File: src/rtl/store_align_pkg.sv
// Shared definitions for the store aligner: one-hot width codes, FSM states
// and small helpers used by both the top level and the mask generator.
package store_align_pkg;

    localparam logic [3:0] Wdt8  = 4'b0001;
    localparam logic [3:0] Wdt16 = 4'b0010;
    localparam logic [3:0] Wdt32 = 4'b0100;
    localparam logic [3:0] Wdt64 = 4'b1000;
    localparam int         WdtCount = 4;
    localparam int         BeatBytes = 8;

    typedef enum logic [1:0] {
        IDLE  = 2'd0,
        BEAT0 = 2'd1,
        BEAT1 = 2'd2,
        RESP  = 2'd3
    } alignStateT;

    // Byte count for a width code; 0 flags an illegal (non-one-hot) code.
    function automatic logic [3:0] wdtBytes(input logic [WdtCount-1:0] wdt);
        case (wdt)
            Wdt8:    return 4'd1;
            Wdt16:   return 4'd2;
            Wdt32:   return 4'd4;
            Wdt64:   return 4'd8;
            default: return 4'd0;
        endcase
    endfunction

    function automatic logic isCross(input logic [2:0] off, input logic [3:0] bytes);
        return ({1'b0, off} + bytes) > 4'(BeatBytes);
    endfunction

endpackage

File: src/rtl/store_mask_gen.sv
// Combinational strobe and lane-shift generator producing both beats of a
// store that may straddle an 8-byte boundary.
module store_mask_gen
    import store_align_pkg::*;
#(
    parameter int XLEN = 64
) (
    input  logic [2:0]          off,
    input  logic [3:0]          bytes,
    input  logic [XLEN-1:0]     wdata,
    output logic [XLEN/8-1:0]   strb0,
    output logic [XLEN/8-1:0]   strb1,
    output logic [XLEN-1:0]     data0,
    output logic [XLEN-1:0]     data1
);

    localparam int Lanes = XLEN / 8;

    logic [2*Lanes-1:0] maskWide;
    logic [2*XLEN-1:0]  dataWide;

    // Shifting into a double-width vector yields beat0 in the low half and the
    // spill-over for beat1 in the high half.
    always_comb begin
        maskWide = (((2*Lanes)'(1) << bytes) - (2*Lanes)'(1)) << off;
        dataWide = {{XLEN{1'b0}}, wdata} << {off, 3'b000};
        strb0    = maskWide[Lanes-1:0];
        strb1    = maskWide[2*Lanes-1:Lanes];
        data0    = dataWide[XLEN-1:0];
        data1    = dataWide[2*XLEN-1:XLEN];
    end

endmodule

File: src/rtl/store_align.sv
// Store aligner: turns a right-justified store into one or two lane-aligned
// memory write beats. Define STORE_MISALIGN_SPLIT_EN to split crossing stores.
module store_align
    import store_align_pkg::*;
#(
    parameter int XLEN = 64,
    parameter int AW   = 64
) (
    input  logic                clk,
    input  logic                rst_n,
    input  logic                req_valid,
    output logic                req_ready,
    input  logic [AW-1:0]       req_addr,
    input  logic [XLEN-1:0]     req_wdata,
    input  logic [WdtCount-1:0] req_wdt,
    output logic                mem_wvalid,
    input  logic                mem_wready,
    output logic [AW-1:0]       mem_waddr,
    output logic [XLEN-1:0]     mem_wdata,
    output logic [XLEN/8-1:0]   mem_wstrb,
    output logic                done,
    output logic                err
);

`ifdef STORE_MISALIGN_SPLIT_EN
    localparam bit SplitEn = 1'b1;
`else
    localparam bit SplitEn = 1'b0;
`endif

    alignStateT state, stateNext;
    logic errReg, errNext;

    logic [AW-1:0]     reqAddr_p0;
    logic [XLEN-1:0]   reqWdata_p0;
    logic [3:0]        bytes_p0;

    logic [AW-1:0]     beatAddr;
    logic [XLEN/8-1:0] strb0, strb1;
    logic [XLEN-1:0]   data0, data1;
    logic              accept;
    logic [3:0]        bytesIn;
    logic              crossIn;
    logic              cross_p0;

    assign accept   = req_valid && req_ready;
    assign bytesIn  = wdtBytes(req_wdt);
    assign crossIn  = isCross(req_addr[2:0], bytesIn);
    assign cross_p0 = isCross(reqAddr_p0[2:0], bytes_p0);
    assign beatAddr = {reqAddr_p0[AW-1:3], 3'b000};

    // Request capture: payload only, never read outside the beat states
    always_ff @(posedge clk) begin
        if (accept) begin
            reqAddr_p0  <= req_addr;
            reqWdata_p0 <= req_wdata;
            bytes_p0    <= bytesIn;
        end
    end

    store_mask_gen #(.XLEN(XLEN)) uMaskGen (
        .off   (reqAddr_p0[2:0]),
        .bytes (bytes_p0),
        .wdata (reqWdata_p0),
        .strb0 (strb0),
        .strb1 (strb1),
        .data0 (data0),
        .data1 (data1)
    );

    always_ff @(posedge clk or negedge rst_n) begin
        if (!rst_n) begin
            state  <= IDLE;
            errReg <= 1'b0;
        end else begin
            state  <= stateNext;
            errReg <= errNext;
        end
    end

    // Outputs decode straight from state so reset clears them immediately
    always_comb begin
        stateNext  = state;
        errNext    = errReg;
        req_ready  = 1'b0;
        mem_wvalid = 1'b0;
        mem_waddr  = '0;
        mem_wdata  = '0;
        mem_wstrb  = '0;
        done       = 1'b0;
        err        = 1'b0;
        case (state)
            IDLE: begin
                req_ready = 1'b1;
                if (req_valid) begin
                    if (!$onehot(req_wdt) || (crossIn && !SplitEn)) begin
                        errNext   = 1'b1;
                        stateNext = RESP;
                    end else begin
                        errNext   = 1'b0;
                        stateNext = BEAT0;
                    end
                end
            end
            BEAT0: begin
                mem_wvalid = 1'b1;
                mem_waddr  = beatAddr;
                mem_wdata  = data0;
                mem_wstrb  = strb0;
                if (mem_wready) stateNext = (cross_p0 && SplitEn) ? BEAT1 : RESP;
            end
            BEAT1: begin
                mem_wvalid = 1'b1;
                mem_waddr  = beatAddr + AW'(BeatBytes);
                mem_wdata  = data1;
                mem_wstrb  = strb1;
                if (mem_wready) stateNext = RESP;
            end
            RESP: begin
                done      = 1'b1;
                err       = errReg;
                stateNext = IDLE;
            end
            default: stateNext = IDLE;
        endcase
    end

endmodule

File: config.mk
export PLATFORM = sky130hd
export DESIGN_NAME = store_align
export DESIGN_NICKNAME = d
export VERILOG_FILES = /design/src/rtl/store_align_pkg.sv /design/src/rtl/store_mask_gen.sv /design/src/rtl/store_align.sv
export SDC_FILE = /design/constraint.sdc
export NUM_CORES = 1
export LEC_CHECK = 0
export BUFFER_PORTS_ARGS = -buffer_cell sky130_fd_sc_hd__buf_2
export CAP_MARGIN = 20
export CORE_ASPECT_RATIO = 0.6
export CORE_UTILIZATION = 45
export CTS_BUF_LIST = sky130_fd_sc_hd__clkbuf_4 sky130_fd_sc_hd__clkbuf_8
export DETAILED_ROUTE_END_ITERATION = 6
export GPL_TIMING_DRIVEN = 0
export PLACE_DENSITY = 0.76
export SYNTH_ARGS = -nofsm -noshare
export SYNTH_HDL_FRONTEND = slang
export SYNTH_SLANG_ARGS = --single-unit
File: constraint.sdc
create_clock -name clk -period 6.9 [get_ports clk]
set_input_delay 0.69 -clock clk [delete_from_list [all_inputs] [get_ports clk]]
set_output_delay 0.69 -clock clk [all_outputs]
set_load 0.02 [all_outputs]
# Word-level counts from Yosys, hierarchy flattened
# Index checks and enable logic that the tools add are counted.
[op_classes]
addsub = 6
n_lt_le_gt_ge = 1
eq_ne = 10
n_shift = 3
mux = 13
n_reduce_logical = 7
[ops]
columns = ["op", "n"]
rows = [
  ["$pmux W64 S2", 2],
  ["$shl A64 B6 Y128", 1],
  ["$add A64 B4 Y64 const B", 1],
  ["$pmux W4 S4", 1],
  ["$pmux W8 S2", 1],
  ["$shl A1 B4 Y16 const A", 1],
  ["$shl A16 B3 Y16", 1],
  ["$sub A16 B2 Y16 const B", 1],
  ["$mux W2", 3],
  ["$pmux W2 S3", 1],
  ["$mux W1", 5],
  ["$add A1 B1 Y2", 2],
  ["$add A3 B4 Y4", 1],
  ["$eq A2 B2 Y1 const B", 2],
  ["$eq A4 B1 Y1 const B", 1],
  ["$eq A4 B2 Y1 const B", 1],
  ["$eq A4 B3 Y1 const B", 1],
  ["$eq A4 B4 Y1 const B", 1],
  ["$gt A4 B4 Y1 const B", 1],
  ["$reduce_and A2 Y1", 2],
  ["$add A2 B2 Y3", 1],
  ["$eq A3 B1 Y1 const B", 1],
  ["$eq A2 B1 Y1 const B", 1],
  ["$logic_not A2 Y1", 1],
  ["other kinds (6)", 6],
]
[totals]
regBits = 135
inputBits = 136
out_inout_bits = 140
elab_cells = 45

# Depth between registers and ports, before layout
[depth]
word_depth = 8
depth_mapped = 12

# Cells and area by module
# Synthesis repeated with hierarchy kept, for this count alone.
[unflattened]
cells_unflattened = 1183
hier_area_um2 = 10588.9
[modules_own_cells]
columns = ["mod", "n_inst", "cells_each", "area_each_um2", "seq_area_each_um2"]
rows = [
  ["store_align", 1, 700, 7654.8, 4038.9],
  ["store_mask_gen", 1, 483, 2934.1, 0.0],
]

# Worst setup path before layout
# No wires, ideal clock.
[synth_path]
path_kind = "flip-flop to flip-flop"
start = "reg state[0]"
end = "reg errReg"
setup_ns = 0.080
t_arrival_ns = 4.473
required_ns = 6.820
path_slack_ns = 2.346
stages_incl_launch_ff = 5
path_buffers = 0
period_less_slack_ns = 4.554
cell_sequence = "dfrtp_1 -> inv_1 -> ha_1 -> and2_1 -> mux2_2"
[synth_between]
elab_chain_len = 2
[synth_rtl]
columns = ["item", "line_no", "source"]
rows = [
  ["start, declared", "store_align.sv:31", "alignStateT state, stateNext;"],
  ["start signal, assigned", "store_align.sv:76", "state <= stateNext;"],
  ["$logic_not A2 Y1", "store_align.sv:92", "case (state)"],
  ["$reduce_and A2 Y1 (no source line)", "n/a", ""],
  ["end signal, assigned", "store_align.sv:77", "errReg <= errNext;"],
  ["end, declared", "store_align.sv:32", "logic errReg, errNext;"],
]
# Every way passes these cells.
# A chain may end at the register's enable or synchronous reset.

# Final worst setup path
[layout_path]
start = "reg state[0]"
end = "out mem_waddr[19]"
[layout_between]
elab_chain_len = 2
[layout_rtl]
columns = ["item", "line_no", "source"]
rows = [
  ["$eq A2 B2 Y1 or $eq A2 B1 Y1 (tied branches)", "store_align.sv:92", ""],
  ["$pmux W64 S2 *", "store_align.sv:92", ""],
  ["end, declared", "store_align.sv:18", "output logic [AW-1:0] mem_waddr,"],
]
# Mark *: on every way between the ends. The rest lies on a longest branch, timed or not.

==> results.md <==
- Area of the multi-input gates: 5540 um2
- Leak: 0.00488 uW
- Die width: 195 um
- Max Clock Freq: 213 MHz
- First-pass GRT wire length: 61.7 mm
- Congestion Overflow GR: 0
- Die Area: 23000 um2
- Clock Path Buffers: 2
- Port bufs: 272
- # diodes: 0
- TNS Setup: 0 ns
- Pre-antenna DRT Iters: 7
- EDFF count, synth: 132
- Critical path fanouts, max: 10
- Vias: 10923
- Seq/Total Area, Yosys: 40.1%
- CTS tree: yes
- Final period util: 68.2%
- Iter 0 DRT Violations: 1868
- Worst path cell trace: inv_1, ha_1, and2_1, clkbuf_1, buf_1, nand3_1, o31ai_1, buf_2
- Area leader, netlist: edfxtp_1
- Vias in the first global route: 10015
- Avg Inst Size Synth: 9.69 um2
- GP Congestion: 1.00
- Filler Cells Inserted: 1897
- Worst Skew: 0.0215 ns
- Main flop type after synthesis: edfxtp_1
- Final ANT Viol Nets: 0
- Drt wl/cell: 26.0 um
- Delay-heaviest family, CP: buffers and inverters
- RSZ-0062 raised after global routing: no
- Crit path largest cell delay: 0.65 ns
- Std-Cell Rows: 41
- Reg-to-reg slack, setup: 4.57 ns
- Status: complete, but fails checks
- Final HPWL DP: 30.9 mm
- Critical path endpoint category: output pin
- Gr usage total: 35.9%
- Clock Sinks: 135
- Yosys top cell area share: 39.3%
- Core area: 21500 um2
- CTS H-tree lvls: 4
- WS Path Type: flip-flop to output pin
- Clk Latency, worst-skew pair: 0.50 ns
- Share of cells above drive strength 1: 30.9%
- Worst vdd ir: 0.339 mV
- Arr. time, crit path: 4.01 ns
- Die height: 118 um
- Initial Util: 46.9%
- Final hold violation count: 0
- Period minus WS final: 4.70 ns
- Final net count: 1490
- Clock transition at path regs: 0.10 ns
- Largest net degree at the start of global routing: 69
- Final Max Tran Viols: 0
- Worst relative slew slack: 17.8%
- Cells after synthesis: 1040
- Synthesis Warnings: 0
- Area contributors post-synth: edfxtp_1 39%, mux4_2 4.2%, nand2_1 4.1%
- Worst-margin pin slew: 1.23 ns
- Crit start category: flip-flop
- Setup violators final: 0
- Syn Std Cell Area: 10100 um2
- CTS Root Cell: clkbuf_8
- Critical path required time: 6.21 ns
- HP Class: primary input to flip-flop
- Synth cell types: 81
- Top-Level Pins: 276
- Most common cell in the netlist: edfxtp_1
- Fin area: 12300 um2
- Vias per cell: 6.71
- Initial antenna violation count: 0
- CTS buffer count: 17
- Sum of buffers and inverters on the critical path: 4
- Area Growth Syn to Fin: 22.2%
- Worst path slowest cell: buf_1
- Max-Cap Viols: 0
- Flops & latches, synth: 135
- Failing checks: design-rule violations
- Routed WL: 42.3 mm
- Cell Pwr Density: 374 nW/um2
- Synth cell count leaders: 132 x edfxtp_1, 111 x nand2_1, 72 x a21oi_1
- Asr flop ratio synth: 2.22%
- Placed instance area: 11800 um2
- Total area of sequential cells: 4040 um2
- Drc violations: 1
==> path summary, 6_finish.rpt <==
check / startpoint / to / depth (start not counted)
max: state[0] / mem_waddr[19] / 8
min: req_wdata[22] / reqWdata_p0[22] / 1
max reg2reg: state[0] / reqAddr_p0[6] / 4
min reg2reg: errReg / errReg / 1
max in group asynchronous: rst_n / state[1] / 2
min in group asynchronous: rst_n / errReg / 2
==> state kept, by name, summed over array words and instances (netlist names) <==
register	cells
reqWdata_p0	64
errReg	1
state	2
reqAddr_p0	64
bytes_p0	4
==> what timing repair did <==
action / CTS / global route
endpoints found under the setup margin: 0 / 0
setup buffers: 0 / 0
resized for setup: 0 / 0
hold buffers: 1 / 0
hold endpoints to repair: 3 / 0
==> cells in the final DEF, fill, tap and decap left out, types with 17 or more instances in the layout <==
cell type  instances
o21ai_0           53
inv_1             18
buf_2            294
mux2_2            34
mux4_2            19
a22oi_1           42
nand3_1           45
nor2_1            68
a21oi_1           72
clkbuf_8          17
o31ai_1           17
nand4_1           23
mux2i_1           37
edfxtp_1         132
nand2_1          111
clkbuf_1          53
==> cells by family after synthesis <==
group	synth area share [%]
and+or+nand+nor	19.2
AOI/OAI and AO/OA	21.2
DFF	40.1
buffers and inverters	4.98
muxes	11.9
adders and majority gates	2.38
xor gates and xnor gates	0.261
other	0.0372
==> cell type report <==
class                   instances  area share (%)
inverters                      18           0.549
multi-input cells             794            45.0
well taps                     279            2.84
flip-flops and latches        135            32.8
clock buffers                  19            2.02
plain buffers                  95            3.53
clock inverters                13            1.79
repair buffers                275            11.4
==> stage by stage <==
| stage | setup WS [ns] | power, uW | utilization, % | cells | hold slack, ns |
|---|---|---|---|---|---|
| after detailed placement | 2.89 | 3700 | 55.0 | 1594 | 0.493 |
| after CTS | 2.36 | 4510 | 57.2 | 1627 | 0.344 |
| after global routing | 2.07 | 4770 | 57.3 | 1628 | 0.334 |
| final | 2.20 | 4600 | 57.3 | 1628 | 0.357 |
| after global placement | 0.966 | 3690 | 54.9 | 1593 | 0.494 |
| after floorplan | 2.35 | 2740 | - | 1042 | 0.394 |
==> layer usage <==
| metal | GRT usage [%] | share of wire (%) |
|---|---|---|
| met5 | 0 | 0 |
| met1 | 55.3 | 44 |
| met4 | 8.96 | 2.0 |
| met3 | 14.5 | 17 |
| met2 | 44.8 | 37 |
==> worst reg2reg max path, stage by stage (launching register included) <==
cell     delay, ns
dfrtp_1       0.44
inv_1         0.13
ha_1          0.23
and2_4        0.76
buf_16        0.37
==> power by group <==
part           leakage, uW  total, uW  switching [uW]  internal (uW)
Clock             0.000236        807             364            443
Combinational      0.00341       2610            1840            768
Sequential         0.00124       1180             127           1060
Note: power is estimated with default switching activity, not from simulation.
